==> config.mk <==
export PLATFORM = sky130hd
export DESIGN_NAME = age_sort_pipe
export DESIGN_NICKNAME = d
export VERILOG_FILES = /design/src/rtl/age_sort_pipe_pkg.sv /design/src/rtl/age_cmp_swap.sv /design/src/rtl/age_sort_pipe.sv
export SDC_FILE = /design/constraint.sdc
export NUM_CORES = 1
export LEC_CHECK = 0
export ABC_AREA = 1
export CELL_PAD_IN_SITES_DETAIL_PLACEMENT = 0
export CELL_PAD_IN_SITES_GLOBAL_PLACEMENT = 1
export CORE_AREA = 2 2 162 164
export DETAILED_ROUTE_END_ITERATION = 12
export DIE_AREA = 0 0 164 166
export PLACE_DENSITY = 0.76
export SYNTH_ARGS = -nofsm -noshare
export SYNTH_HDL_FRONTEND = slang
export SYNTH_SLANG_ARGS = --single-unit
==> constraint.sdc <==
create_clock -name clk -period 2.3 [get_ports clk]
set_clock_uncertainty 0.05 [all_clocks]
set_input_delay 0.46 -clock clk [delete_from_list [all_inputs] [get_ports clk]]
set_output_delay 0.46 -clock clk [all_outputs]
set_load 0.005 [all_outputs]
==> src/rtl/age_sort_pipe_pkg.sv <==
// Shared definitions for the age sort pipeline: record layout helpers and the bitonic schedule.
// Record layout, LSB first: mc, eject, ppv, port index, time, valid.
package age_sort_pipe_pkg;

  function automatic int unsigned idx_w(input int unsigned n);
    return (n <= 2) ? 1 : $clog2(n);
  endfunction

  function automatic int unsigned num_stages(input int unsigned n);
    int unsigned l;
    l = idx_w(n);
    return l * (l + 1) / 2;
  endfunction

  function automatic int unsigned rec_w(input int unsigned tw, input int unsigned iw,
                                        input int unsigned pw);
    return 1 + tw + iw + pw + 2;
  endfunction

  // Stage s of the bitonic network: merge block size k, compare distance j.
  function automatic int unsigned stage_k(input int unsigned n, input int unsigned s);
    int unsigned cnt;
    int unsigned res;
    cnt = 0;
    res = n;
    for (int unsigned k = 2; k <= n; k = k * 2) begin
      for (int unsigned j = k / 2; j >= 1; j = j / 2) begin
        if (cnt == s) res = k;
        cnt++;
      end
    end
    return res;
  endfunction

  function automatic int unsigned stage_j(input int unsigned n, input int unsigned s);
    int unsigned cnt;
    int unsigned res;
    cnt = 0;
    res = 1;
    for (int unsigned k = 2; k <= n; k = k * 2) begin
      for (int unsigned j = k / 2; j >= 1; j = j / 2) begin
        if (cnt == s) res = j;
        cnt++;
      end
    end
    return res;
  endfunction

  // Higher priority lands on the lower index when the position's k bit is clear.
  function automatic bit cmp_desc(input int unsigned pos, input int unsigned k);
    return (pos & k) == 0;
  endfunction

endpackage

==> src/rtl/age_cmp_swap.sv <==
// One bitonic compare-exchange element; purely combinational.
module age_cmp_swap
  import age_sort_pipe_pkg::*;
#(
  parameter int unsigned TimeWidth = 8,
  parameter int unsigned IdxWidth  = 2,
  parameter int unsigned PpvWidth  = 4,
  parameter bit          Desc      = 1'b1,
  localparam int unsigned RecWidth = rec_w(TimeWidth, IdxWidth, PpvWidth)
) (
  input  logic [RecWidth-1:0] a_i,
  input  logic [RecWidth-1:0] b_i,
  output logic [RecWidth-1:0] lo_o,
  output logic [RecWidth-1:0] hi_o
);

  localparam int unsigned KeyWidth = 1 + TimeWidth + IdxWidth;

  logic [KeyWidth-1:0] key_a, key_b;
  logic                swap;

  // Inverted index makes the whole priority a single unsigned magnitude compare.
  always_comb begin
    key_a = {a_i[RecWidth-1 -: 1 + TimeWidth], ~a_i[2 + PpvWidth +: IdxWidth]};
    key_b = {b_i[RecWidth-1 -: 1 + TimeWidth], ~b_i[2 + PpvWidth +: IdxWidth]};
    swap  = Desc ? (key_b > key_a) : (key_a > key_b);
    lo_o  = swap ? b_i : a_i;
    hi_o  = swap ? a_i : b_i;
  end

endmodule

==> src/rtl/age_sort_pipe.sv <==
// Pipelined bitonic sorter ranking flit headers by validity, age and port index.
module age_sort_pipe
  import age_sort_pipe_pkg::*;
#(
  parameter int unsigned NUM_IN     = 4,
  parameter int unsigned TIME_WIDTH = 8,
  parameter int unsigned PPV_WIDTH  = 4,
  parameter int unsigned REG_EVERY  = 1,
  localparam int unsigned IDX_W     = idx_w(NUM_IN)
) (
  input  logic                            clk,
  input  logic                            rst_n,
  input  logic                            en,
  input  logic                            in_frame,
  input  logic [NUM_IN-1:0]               in_valid,
  input  logic [NUM_IN*TIME_WIDTH-1:0]    in_time,
  input  logic [NUM_IN*PPV_WIDTH-1:0]     in_ppv,
  input  logic [NUM_IN-1:0]               in_eject,
  input  logic [NUM_IN-1:0]               in_mc,
  output logic                            out_frame,
  output logic [NUM_IN-1:0]               rank_valid,
  output logic [NUM_IN*IDX_W-1:0]         rank_dir,
  output logic [NUM_IN*PPV_WIDTH-1:0]     rank_ppv,
  output logic [NUM_IN-1:0]               rank_eject,
  output logic [NUM_IN-1:0]               rank_mc
);

  localparam int unsigned RecW      = rec_w(TIME_WIDTH, IDX_W, PPV_WIDTH);
  localparam int unsigned NumStages = num_stages(NUM_IN);

  logic [NUM_IN*RecW-1:0] in_rec;
  logic [NUM_IN*RecW-1:0] stg [NumStages+1];
  logic                   frm [NumStages+1];

  // Bubbles enter as all-zero records so their rank outputs read as zero.
  always_comb begin
    in_rec = '0;
    for (int i = 0; i < NUM_IN; i++) begin
      if (in_frame) begin
        in_rec[i*RecW +: RecW] = {in_valid[i], in_time[i*TIME_WIDTH +: TIME_WIDTH],
                                  IDX_W'(i), in_ppv[i*PPV_WIDTH +: PPV_WIDTH],
                                  in_eject[i], in_mc[i]};
      end
    end
  end

  assign stg[0] = in_rec;
  assign frm[0] = in_frame;

  for (genvar s = 0; s < NumStages; s++) begin : g_stage
    localparam int unsigned K = stage_k(NUM_IN, s);
    localparam int unsigned J = stage_j(NUM_IN, s);

    logic [NUM_IN*RecW-1:0] cx;

    for (genvar i = 0; i < NUM_IN; i++) begin : g_pos
      if ((i & J) == 0) begin : g_cmp
        age_cmp_swap #(
          .TimeWidth (TIME_WIDTH),
          .IdxWidth  (IDX_W),
          .PpvWidth  (PPV_WIDTH),
          .Desc      (cmp_desc(i, K))
        ) u_cmp (
          .a_i  (stg[s][i*RecW +: RecW]),
          .b_i  (stg[s][(i+J)*RecW +: RecW]),
          .lo_o (cx[i*RecW +: RecW]),
          .hi_o (cx[(i+J)*RecW +: RecW])
        );
      end
    end

    if ((((s + 1) % REG_EVERY) == 0) || (s == NumStages - 1)) begin : g_reg
      logic [NUM_IN*RecW-1:0] stage_d, stage_q;
      logic                   frame_d, frame_q;

      always_comb begin
        stage_d = stage_q;
        frame_d = frame_q;
        if (en) begin
          stage_d = cx;
          frame_d = frm[s];
        end
      end

      always_ff @(posedge clk or negedge rst_n) begin
        if (!rst_n) begin
          stage_q <= '0;
          frame_q <= 1'b0;
        end else begin
          stage_q <= stage_d;
          frame_q <= frame_d;
        end
      end

      assign stg[s+1] = stage_q;
      assign frm[s+1] = frame_q;
    end else begin : g_thru
      assign stg[s+1] = cx;
      assign frm[s+1] = frm[s];
    end
  end

  logic [NUM_IN*TIME_WIDTH-1:0] unused_time;

  always_comb begin
    rank_valid  = '0;
    rank_dir    = '0;
    rank_ppv    = '0;
    rank_eject  = '0;
    rank_mc     = '0;
    unused_time = '0;
    for (int r = 0; r < NUM_IN; r++) begin
      rank_valid[r]                        = stg[NumStages][r*RecW + RecW - 1];
      unused_time[r*TIME_WIDTH +: TIME_WIDTH] =
          stg[NumStages][r*RecW + 2 + PPV_WIDTH + IDX_W +: TIME_WIDTH];
      rank_dir[r*IDX_W +: IDX_W]           = stg[NumStages][r*RecW + 2 + PPV_WIDTH +: IDX_W];
      rank_ppv[r*PPV_WIDTH +: PPV_WIDTH]   = stg[NumStages][r*RecW + 2 +: PPV_WIDTH];
      rank_eject[r]                        = stg[NumStages][r*RecW + 1];
      rank_mc[r]                           = stg[NumStages][r*RecW];
    end
  end

  assign out_frame = frm[NumStages];

endmodule
* Yosys cells after proc, flatten, opt, wreduce, memory -nomap -nowiden
Index checks and enable logic that the tools add are counted.
Word-level totals: bits in writable memories 0, memories kept 0, word-level logic and storage cells 40, output and inout bits 37, bits in latches 0, flip-flop bits (word level) 207, ROM bits 0
Cells by class: shift operators 0, multiply operators 0, magnitude comparators 6, div/mod/pow operators 0, eq/ne operators 0, bitwise operators 12, reductions and logical operators 0, multiplexer cells 16, $add $sub $neg 0
Operators by type and width (count):
- $mux 17 | 16
- $gt 11x11->1 | 6
- $not 2->2 | 12

* Logic depth before layout (Yosys ltp)
Gate-level depths: netlist of the first run.
depth in word-level cells 4, depth in mapped cells 16, depth with buffers taken out 13

* Modules after synthesis
Synthesis of the first run repeated with hierarchy kept, for this count alone.
Second synthesis, totals: cell total of the unflattened synthesis 1864, area total of the unflattened synthesis 12663.4 µm²
Modules (own cells, without submodules):
- age_sort_pipe | area each 7164.4 µm², instances 1, cells each 868
- age_cmp_swap (g_stage[0].g_pos[0].g_cmp.u_cmp ...) | area each 880.8 µm², instances 5, cells each 165
- age_cmp_swap (g_stage[0].g_pos[2].g_cmp.u_cmp) | area each 1094.8 µm², instances 1, cells each 171

* Worst setup path after synthesis of the first run
No wires, ideal clock.
path kind input to register, start input in_frame, end register g_stage[0].g_reg.stage_q[54], arrival 2058 ps, path buffers 3, data required time 2117 ps, setup time 133 ps, stages on the path 12, slack 59 ps, path through buf_4 > clkbuf_1 > nand2_1 > inv_1 > ha_1 > nand2_1 > nor2_1 > nand3b_1 > clkbuf_1 > nand4_1 > nand3_1 > o21ai_0
On the way: word-level cells in the longest chain between the ends 4, elaborated cells between the ends (all ways) 6, those cells by class order compare (1); mux (3); bitwise (2)
Ends and longest elaborated chain:
- start, declared | line age_sort_pipe.sv:14 | input logic in_frame,
- $mux 17 | line age_sort_pipe.sv:39 | if (in_frame) begin
- $not 2->2, on equally long branches | line age_cmp_swap.sv:24, age_cmp_swap.sv:25
- $gt 11x11->1 | line age_cmp_swap.sv:26 | swap = Desc ? (key_b > key_a) : (key_a > key_b);
- $mux 17 (*) | line age_cmp_swap.sv:28 | hi_o = swap ? a_i : b_i;
- end signal, assigned | line age_sort_pipe.sv:90 | stage_q <= stage_d;
- end, declared | line age_sort_pipe.sv:73 | logic [NUM_IN*RecW-1:0] stage_d, stage_q;
Mark *: on every way between the ends. The rest lies on a longest branch, timed or not. A chain may end at the register's enable or synchronous reset.

* Worst setup path after layout of the first run
start register g_stage[0].g_reg.stage_q[16], end register g_stage[1].g_reg.stage_q[36]
On the way: word-level cells in the longest chain between the ends 2
Ends and longest elaborated chain (line):
- $gt 11x11->1 | age_cmp_swap.sv:26
- $mux 17 | age_cmp_swap.sv:28
- end signal, assigned | age_sort_pipe.sv:90
- end, declared | age_sort_pipe.sv:73
Every way passes these cells.

==> results.ini, run 1 <==
[sta]
shortest_period_the_worst_path_allows_ns=2.090
setup_viol=0
rsz_0062_raised_after_global_routing=no
worst_pin_slew_ns=0.4975
share_of_the_clock_period_used_by_the_worst_path=0.9087
worst_hold_slack_ns=0.3511
worst_slew_margin_rel=0.6684
hold_violations=0
drv_slew=0
achievable-frequency_ghz=0.4785

[clocking]
clock_sinks=171
cts_root_buffer=sky130_fd_sc_hd__clkbuf_16
clk_latency_ns=0.44
clock_tree.buffer_depth=2
worst_setup_hold_path_clk_slew_ns=0.08
cts_tree=done
clock_tree.htree_level_count=4
cts_inserted_buffers=17
post-cts-setup-buffers=0

[drt]
wirelength_mm=29.64
drt-vias-per-instance=5.043
dr.pass1.iters=5
avgRoutedWirePerCell_um=15.24
drc=0
drt-initial-drc-count=683
antenna_violating_nets_post_route=0
num_vias=9809

[critical_path]
r2r-start=g_stage[0].g_reg.stage_q[16]
end_of_the_worst_register_to_register_path=g_stage[1].g_reg.stage_q[36]
crit_arrival_ns=2.36
worst-endpoint-required_ns=2.57
worst-setup-path-type=flop to flop
worst-r2r-setup-slack_ns=0.21
endpoint_class_of_the_critical_path=flop
worst-path-max-fanout=23
start_kind=flop
rr_worst_depth=10

[logic_synthesis]
synth.avg_cell_area_sq_um=7.110
post_synth_num_cell_types=30
netlist_instances=1479
postSynthRegisterBits=171
yosysSeqAreaShare=0.4069
synth_nets=1603
synthesis.yosys.warnings=0
netlist_area_sq_mm=0.01052

[job]
drv_cap=0

[layout]
finish.utilization=0.5017
fillerInstances=2592
area_growth_pct=22.21
layout.nets=1721
antenna_cells=0
layout-drive-gt1-share=0.08882

[grt]
grt_pass1_vias=9214
grt_max_degree=67
grtUsageTotal=0.2251
grt_first_pass_wirelength_mm=48.34
gr-total-overflow=0
antenna_found_initial=0

[floorplan]
initial_utilization=0.4105
floorplan.die.width_um=164
boundaryPins=101
fp-row-count=59
core-area_sq_mm=0.02562
die_y_um=166
die-area_sq_mm=0.02722

[hold_path]
min_from=en
holdPathEnd=g_stage[0].g_reg.stage_q[62]
worstHoldPathCells=2
worst_hold_path_type=primary input to flop

[place]
place_hpwl_mm=22.47
globalplace.congestion=0.9134
io_buffer_count=100

[pwr]
power.density_cell_area_mw_per_mm2=1095
static-leakage-power_nw=7.054
max-vdd-ir-drop_v=0.0004983

[status]
status=finished, final reports clean

==> where the power goes <==
group	switching (mW)	internal, mW
sequential	0.564	4.04
clock	1.40	1.45
combinational	3.94	2.69
==> cell families after synthesis <==
family                   after synthesis  share of synthesized area
AO/OA/AOI/OAI                         66                    0.03284
buffers and inverters                261                     0.1089
flip-flops                           171                     0.4069
adder cells (fa/ha/maj)               60                    0.07139
AND/OR/NAND/NOR                      921                     0.3800
==> critical path, stage by stage, from the launching register on <==
cell and delay [ns]:
sky130_fd_sc_hd__dfrtp_1 0.42, sky130_fd_sc_hd__inv_1 0.09, sky130_fd_sc_hd__ha_1 0.31, sky130_fd_sc_hd__a21o_1 0.18
sky130_fd_sc_hd__nor2_1 0.16, sky130_fd_sc_hd__nand3_2 0.16, sky130_fd_sc_hd__nand2_2 0.13, sky130_fd_sc_hd__buf_12 0.16
sky130_fd_sc_hd__nand2_1 0.06, sky130_fd_sc_hd__nand3_1 0.17, sky130_fd_sc_hd__nand2_1 0.08
==> metal layers <==
layer  global-route usage  vias up  share of wire
li1                     -     4965              -
met1               0.3157     4597           0.48
met2               0.3571      205           0.46
met3              0.02947       42          0.029
met4              0.07895        0          0.032
met5                    0        -              0
==> sequential cells by signal, summed over array words and instances (netlist names) <==
register and count:
g_stage.g_reg.stage_q 169, g_stage.g_reg.frame_q 1, out_frame 1
==> worst max path at each step <==
stage	startpoint	endpoint	slack, ns	cells past startpoint
after floorplan	in_frame	g_stage[0].g_reg.stage_q[54]	0.06	12
after global placement	in_valid[1]	g_stage[0].g_reg.stage_q[32]	-0.12	12
after detailed placement	in_valid[1]	g_stage[0].g_reg.stage_q[9]	-0.18	12
after CTS	g_stage[0].g_reg.stage_q[33]	g_stage[1].g_reg.stage_q[27]	0.16	9
after global routing	g_stage[0].g_reg.stage_q[29]	g_stage[1].g_reg.stage_q[27]	0.04	9
final	g_stage[0].g_reg.stage_q[16]	g_stage[1].g_reg.stage_q[36]	0.21	10
==> per-stage QoR <==
stage	power, mW	setup WS, ns	cell area [sq um]	std cells	TNS, ns
floorplan	9.050	0.05918	10520	1479	0
global placement	11.19	-0.1241	12260	1912	-3.671
detailed placement	11.31	-0.1799	12260	1912	-6.756
CTS	14.20	0.1626	12840	1945	0
global route	15.38	0.04373	12850	1945	0
finish	14.08	0.2101	12850	1945	0
==> Yosys cell counts <==
master | instances | share of area
sky130_fd_sc_hd__nor2_2 | 2 | 0.0012
sky130_fd_sc_hd__nand4_2 | 2 | 0.0024
sky130_fd_sc_hd__dfrtp_1 | 171 | 0.41
sky130_fd_sc_hd__nand2_2 | 3 | 0.0018
sky130_fd_sc_hd__o22ai_1 | 4 | 0.0024
sky130_fd_sc_hd__a21oi_1 | 15 | 0.0071
sky130_fd_sc_hd__ha_1 | 60 | 0.071
sky130_fd_sc_hd__inv_1 | 164 | 0.059
sky130_fd_sc_hd__o21ai_0 | 28 | 0.013
sky130_fd_sc_hd__nand2_4 | 2 | 0.0021
sky130_fd_sc_hd__clkbuf_1 | 28 | 0.010
sky130_fd_sc_hd__and3_1 | 3 | 0.0018
sky130_fd_sc_hd__a21o_1 | 3 | 0.0021
sky130_fd_sc_hd__o21ai_1 | 15 | 0.0071
sky130_fd_sc_hd__buf_4 | 12 | 0.0086
sky130_fd_sc_hd__buf_6 | 5 | 0.0054
sky130_fd_sc_hd__nand4_1 | 31 | 0.018
sky130_fd_sc_hd__o21a_1 | 1 | 0.00071
sky130_fd_sc_hd__inv_2 | 3 | 0.0011
sky130_fd_sc_hd__buf_2 | 42 | 0.020
sky130_fd_sc_hd__nor2_1 | 19 | 0.0068
sky130_fd_sc_hd__nand3_2 | 4 | 0.0038
sky130_fd_sc_hd__nand3_1 | 284 | 0.14
sky130_fd_sc_hd__nand2_1 | 566 | 0.20
sky130_fd_sc_hd__and3_2 | 1 | 0.00071
sky130_fd_sc_hd__nand3_4 | 1 | 0.0017
sky130_fd_sc_hd__clkbuf_8 | 3 | 0.0039
sky130_fd_sc_hd__clkinv_1 | 3 | 0.0011
sky130_fd_sc_hd__buf_1 | 1 | 0.00036
sky130_fd_sc_hd__nand3b_1 | 3 | 0.0021
==> cell usage in the layout (no fill, tap or decap), types with 4 or more instances in the layout <==
cell / synthesis / layout
sky130_fd_sc_hd__nand2_1: 566 / 566
sky130_fd_sc_hd__nand3_1: 284 / 284
sky130_fd_sc_hd__dfrtp_1: 171 / 171
sky130_fd_sc_hd__inv_1: 164 / 164
sky130_fd_sc_hd__clkdlybuf4s50_1: 0 / 97
sky130_fd_sc_hd__buf_4: 12 / 76
sky130_fd_sc_hd__ha_1: 60 / 60
sky130_fd_sc_hd__nand4_1: 31 / 31
sky130_fd_sc_hd__o21ai_0: 28 / 28
sky130_fd_sc_hd__nor2_1: 19 / 19
sky130_fd_sc_hd__clkbuf_16: 0 / 17
sky130_fd_sc_hd__o21ai_1: 15 / 15
sky130_fd_sc_hd__a21oi_1: 15 / 15
sky130_fd_sc_hd__buf_12: 0 / 13
sky130_fd_sc_hd__inv_8: 0 / 6
sky130_fd_sc_hd__o22ai_1: 4 / 4
sky130_fd_sc_hd__nand3_2: 4 / 4
==> timing repair <==
action | 4_1_cts | 5_1_grt
endpoints found under the hold margin | 43 | 0
hold buffers | 1 | 0
endpoints found under the setup margin | 0 | 1
resized for setup | 0 | 1
==> area by class of cell <==
cell class              instances  area [sq um]  area share
repair buffers                190          1839      0.1431
well taps                     335         419.2     0.03261
clock buffers                  17         425.4     0.03310
inverters                     170         639.4     0.04975
flip-flops and latches        171          4279      0.3329
clock inverters                15         148.9     0.01158
multi-input cells            1047          5101      0.3969
(Power assumes the default switching activity.)
==> run 2: changes to the inputs <==
--- a/config.mk
+++ b/config.mk
@@ -8,10 +8,11 @@
 export ABC_AREA = 1
 export CELL_PAD_IN_SITES_DETAIL_PLACEMENT = 0
 export CELL_PAD_IN_SITES_GLOBAL_PLACEMENT = 1
-export CORE_AREA = 2 2 162 164
+export CORE_AREA = 3 3 161 163
+export CTS_BUF_LIST = sky130_fd_sc_hd__clkbuf_4
 export DETAILED_ROUTE_END_ITERATION = 12
 export DIE_AREA = 0 0 164 166
-export PLACE_DENSITY = 0.76
+export PLACE_DENSITY = 0.78
 export SYNTH_ARGS = -nofsm -noshare
 export SYNTH_HDL_FRONTEND = slang
 export SYNTH_SLANG_ARGS = --single-unit
==> results.ini, run 2 (same netlist as run 1, synthesis figures left out) <==
[sta]
hold_violations=0  ; unchanged
achievable-frequency_ghz=0.4736  ; -1.0%
worst_pin_slew_ns=0.4946  ; -0.002819 ns
rsz_0062_raised_after_global_routing=no
setup_viol=0  ; unchanged
drv_slew=0  ; unchanged
layout_setup_ws_ns=0.1884  ; -0.02171 ns
setup_total_negative_slack_ns=0  ; unchanged
shortest_period_the_worst_path_allows_ns=2.112  ; +0.02170 ns
worst_slew_margin_rel=0.6702  ; +0.001880
share_of_the_clock_period_used_by_the_worst_path=0.9181  ; +0.009437

[drt]
drc=0  ; unchanged
wirelength_mm=29.89  ; +0.84%
drt-initial-drc-count=563  ; -18%
antenna_violating_nets_post_route=0  ; unchanged
drt-vias-per-instance=5.031  ; -0.25%
num_vias=9729  ; -0.82%
dr.pass1.iters=5  ; unchanged
avgRoutedWirePerCell_um=15.45  ; +1.4%

[clocking]
ctsResizeCount=0  ; unchanged
cts_tree=done
cts_inserted_buffers=17  ; unchanged
clock_tree.htree_level_count=4  ; unchanged
cts_root_buffer=sky130_fd_sc_hd__clkbuf_4
clk_latency_ns=0.58  ; +0.14 ns
clock_sinks=171  ; unchanged
worst_setup_hold_path_clk_slew_ns=0.16  ; +0.08 ns
clock_tree.buffer_depth=2  ; unchanged

[floorplan]
boundaryPins=101  ; unchanged
initial_utilization=0.4299  ; +0.01936
die_y_um=166  ; unchanged
die-area_sq_mm=0.02722  ; unchanged
fp-row-count=57  ; -3.4%
floorplan.die.width_um=164  ; unchanged
core-area_sq_mm=0.02446  ; -4.5%

[place]
place_hpwl_mm=22.85  ; +1.7%
detailedPlace.worstSlack_ns=-0.2053  ; -0.02541 ns
globalplace.congestion=0.9275  ; +1.5%
io_buffer_count=100  ; unchanged

[pwr]
p_sw_mw=5.713  ; -3.1%
power.density_cell_area_mw_per_mm2=1045  ; -4.6%
power.sequential.fraction=0.352  ; +0.025
cell_internal_pwr_mw=7.376  ; -9.9%
static-leakage-power_nw=6.917  ; -1.9%
clkPwrFrac=0.144  ; -0.058
p_comb_frac=0.504  ; +0.033
switching_share=0.4365  ; +0.01776
max-vdd-ir-drop_v=0.0005265  ; +5.7%

[layout]
area_growth_pct=19.14
finish.utilization=0.5122  ; +0.01046
layout-drive-gt1-share=0.08763  ; -0.001188
layout.nets=1720  ; -0.058%
top_register=g_stage.g_reg.stage_q
flip_flop_count_of_the_largest_register_after_layout=169  ; unchanged
layout.cells.most_common_list=566 x sky130_fd_sc_hd__nand2_1, 284 x sky130_fd_sc_hd__nand3_1, 171 x sky130_fd_sc_hd__dfrtp_1
layout_commonest_cell=sky130_fd_sc_hd__nand2_1

[critical_path]
critPathCapture=g_stage[1].g_reg.stage_q[10]
endpoint_class_of_the_critical_path=flop
r2r-start=g_stage[0].g_reg.stage_q[12]
crit_arrival_ns=2.55  ; +0.19 ns
worst-setup-path-type=flop to flop
startpoint=g_stage[0].g_reg.stage_q[12]
worst-path-max-fanout=14  ; -39%
rr_worst_depth=10  ; unchanged
worst-r2r-setup-slack_ns=0.19  ; -0.02 ns
worst-endpoint-required_ns=2.74  ; +0.17 ns
end_of_the_worst_register_to_register_path=g_stage[1].g_reg.stage_q[10]
start_kind=flop

[grt]
grt_pass1_vias=8974  ; -2.6%
antenna_found_initial=1  ; +1
gr-total-overflow=0  ; unchanged
grtUsageTotal=0.2234  ; -0.001670
grt_max_degree=87  ; +30%
grt_first_pass_wirelength_mm=48.26  ; -0.17%

[status]
status=finished, final reports clean

[job]
drv_cap=0  ; unchanged

[hold_path]
worst_hold_path_type=primary input to flop

-- run 2: cell count changes in the layout (fill, tap and decap cells not counted), moves of 2 or more --
| cell | change |
|---|---|
| sky130_fd_sc_hd__clkbuf_4 | +17 |
| sky130_fd_sc_hd__clkbuf_16 | -17 |
| sky130_fd_sc_hd__clkinv_4 | -2 |
| sky130_fd_sc_hd__inv_8 | -4 |
| sky130_fd_sc_hd__buf_12 | -2 |
| sky130_fd_sc_hd__inv_6 | +3 |
| sky130_fd_sc_hd__bufinv_16 | +2 |
-- run 2: layout make-up --
| cell class | instances | area, sq um |
|---|---|---|
| diodes | 1 | 2.502 |
| fillers | 2488 | 11930 |
| flip-flops and latches | 171 | 4279 |
| well taps | 324 | 405.4 |
| clock buffers | 17 | 127.6 |
| inverters | 170 | 639.4 |
| multi-input cells | 1047 | 5092 |
| clock inverters | 15 | 176.4 |
| repair buffers | 189 | 1807 |
-- run 2: through the flow --
step           instance area, sq um  std cells  total power, mW  hold slack [ns]
6_report                      12530       1934            13.09           0.1674
5_1_grt                       12530       1934            14.35           0.1472
4_1_cts                       12530       1933            13.22           0.1104
3_5_place_dp                  12210       1900            11.32           0.3872
3_3_place_gp                  12210       1900            11.19           0.3872
2_1_floorplan                 10520       1479            9.050           0.1144
-- run 2: routing by layer --
metal / GRT usage / vias up / wire [um] / part of all wire
met5: 0 / - / 0 / 0
met4: 0.07319 / 0 / 903 / 0.030
met3: 0.03866 / 33 / 1278 / 0.043
met2: 0.3534 / 233 / 13820 / 0.46
met1: 0.3111 / 4513 / 13890 / 0.46
li1: - / 4950 / - / -
-- run 2: how the worst min path moves through the flow --
stage	startpoint	endpoint	slack, ns	cells after the start
floorplan	rst_n	g_stage[0].g_reg.stage_q[0]	0.11	0
global placement	rst_n	g_stage[2].g_reg.stage_q[19]	0.39	1
detailed placement	rst_n	g_stage[2].g_reg.stage_q[6]	0.39	1
CTS	en	g_stage[0].g_reg.stage_q[36]	0.11	2
global route	en	g_stage[0].g_reg.stage_q[36]	0.15	2
finish	en	g_stage[0].g_reg.stage_q[36]	0.17	2
-- run 2: repair_timing --
item	CTS	global route
hold buffers	1	0
setup buffers	0	0
hold endpoints to repair	45	0
-- run 2: power by group through the flow --
stage / Sequential (mW) / Clock [mW] / Combinational (mW)
after floorplan: 4.56 / 0 / 4.49
after global placement: 4.65 / 0 / 6.54
after detailed placement: 4.68 / 0 / 6.64
after CTS: 4.61 / 1.94 / 6.67
after global routing: 4.74 / 2.04 / 7.56
final: 4.61 / 1.88 / 6.60
-- run 2: critical path, stage by stage (launching register included) --
cell and delay (ns):
sky130_fd_sc_hd__dfrtp_1 0.39, sky130_fd_sc_hd__inv_1 0.11, sky130_fd_sc_hd__ha_1 0.32, sky130_fd_sc_hd__nand2_1 0.07, sky130_fd_sc_hd__nor2_1 0.23, sky130_fd_sc_hd__nand3_1 0.13
sky130_fd_sc_hd__nand3_2 0.13, sky130_fd_sc_hd__buf_4 0.23, sky130_fd_sc_hd__nand3_1 0.09, sky130_fd_sc_hd__nand3_1 0.20, sky130_fd_sc_hd__nand2_1 0.07
==> variant, RTL diff (settings of run 1) <==
Change the parameter `PPV_WIDTH` from 4 to 6.
--- a/src/rtl/age_sort_pipe.sv
+++ b/src/rtl/age_sort_pipe.sv
@@ -5,5 +5,5 @@
   parameter int unsigned NUM_IN     = 4,
   parameter int unsigned TIME_WIDTH = 8,
-  parameter int unsigned PPV_WIDTH  = 4,
+  parameter int unsigned PPV_WIDTH  = 6,
   parameter int unsigned REG_EVERY  = 1,
   localparam int unsigned IDX_W     = idx_w(NUM_IN)
Ports: changed (resized in_ppv and rank_ppv); port bits go from 101 to 117. No check against the original RTL was run, so the function may have changed too.
==> variant against run 1 <==
  * Area after synthesis grew 16%
  * Non-clock buffer count grew 22
  * Maximum frequency grew 0.96%
  * Sequential share of layout area shrank 0.22 points
  * Worst setup slack gained 0.020 ns
  * Critical path type unchanged
  * Routed wire length grew 17%
  * Total power grew 16%
  * Via count grew 13%
  * Sequential cell count grew 24
  * Cell area grew 15%
==> variant: results (changes against run 1) <==
Synth
  – Synth top cells by count: 676 x nand2_1, 289 x nand3_1, 195 x dfrtp_1
  – Post-synthesis sequential area ratio: 40.0% (-0.66 points)
  – Ranking of synthesized cells by area: dfrtp_1 40%, nand2_1 21%, nand3_1 12%

Detailed routing
  – Wirelength per Cell: 16.0 um (+5.0%)
  – Initial DRC Count: 768 (+12%)
  – DR WL met2: 15.8 mm (+16%)
  – Met1 wire length: 16.1 mm (+14%)

Placement
  – Placer Congestion: 0.901 (-1.3%)
  – Dpl ws: -0.160 ns (+0.0201 ns)
  – DP HPWL: 26.2 mm (+17%)
  – DP Cell Count: 2128 (+11%)

GRT
  – First-pass GRT wire length: 56.5 mm (+17%)
  – GR Layer Usage met1: 37.4% (+5.9 points)
  – M2 GR Usage: 42.2% (+6.5 points)
  – Largest net degree at the start of global routing: 143 (+110%)

STA
  – Slew HR: 55.6% (-11 points)
  – Hold WS: 0.310 ns (-0.0411 ns)

Power and ir drop
  – Part of the power in combinational logic: 48.0% (+0.9 points)
  – Maximum vdd drop: 0.000539 V (+8.1%)
  – Sw frac: 41.9% (+0.050 points)
  – Clock power frac: 19.0% (-1.2 points)

Run status
  – Status: completed

Setup path
  – Worst R2R Path Depth: 13 (+3)
  – CP Max Fanout: 22 (-4.3%)
  – R2R Setup Slk: 0.23 ns (+0.02 ns)
  – Worst r2r src: g_stage[0].g_reg.stage_q[14]
  – Reg2reg end: g_stage[1].g_reg.stage_q[40]

Finish
  – Final Util: 57.6% (+7.4 points)
  – Fin nets: 1945 (+13%)
  – Layout cells sized above 1: 12.1% (+3.2 points)

Min path
  – Hold Path Sink: g_stage[1].g_reg.stage_q[70]
  – Hold-critical path depth: 3 (+1)
variant: area by class of cell:
| class | count | area share, % |
|---|---|---|
| Clock buffer | 17 | 2.88 |
| Inverter | 184 | 4.72 |
| Tap cell | 335 | 2.84 |
| Timing Repair Buffer | 212 | 14.3 |
| Clock inverter | 15 | 1.23 |
| Multi-Input combinational cell | 1203 | 41.0 |
| Sequential cell | 195 | 33.1 |
variant: how the worst max path moves through the flow:
stage,start,end,slack [ns],depth (start not counted)
detailed placement,in_valid[3],g_stage[0].g_reg.stage_q[61],-0.16,11
global route,g_stage[1].g_reg.stage_q[18],g_stage[2].g_reg.stage_q[22],0.08,13
global placement,in_valid[2],g_stage[0].g_reg.stage_q[46],-0.12,10
floorplan,in_frame,g_stage[0].g_reg.stage_q[10],0.02,13
CTS,g_stage[0].g_reg.stage_q[14],g_stage[1].g_reg.stage_q[40],0.23,13
finish,g_stage[0].g_reg.stage_q[14],g_stage[1].g_reg.stage_q[40],0.23,13
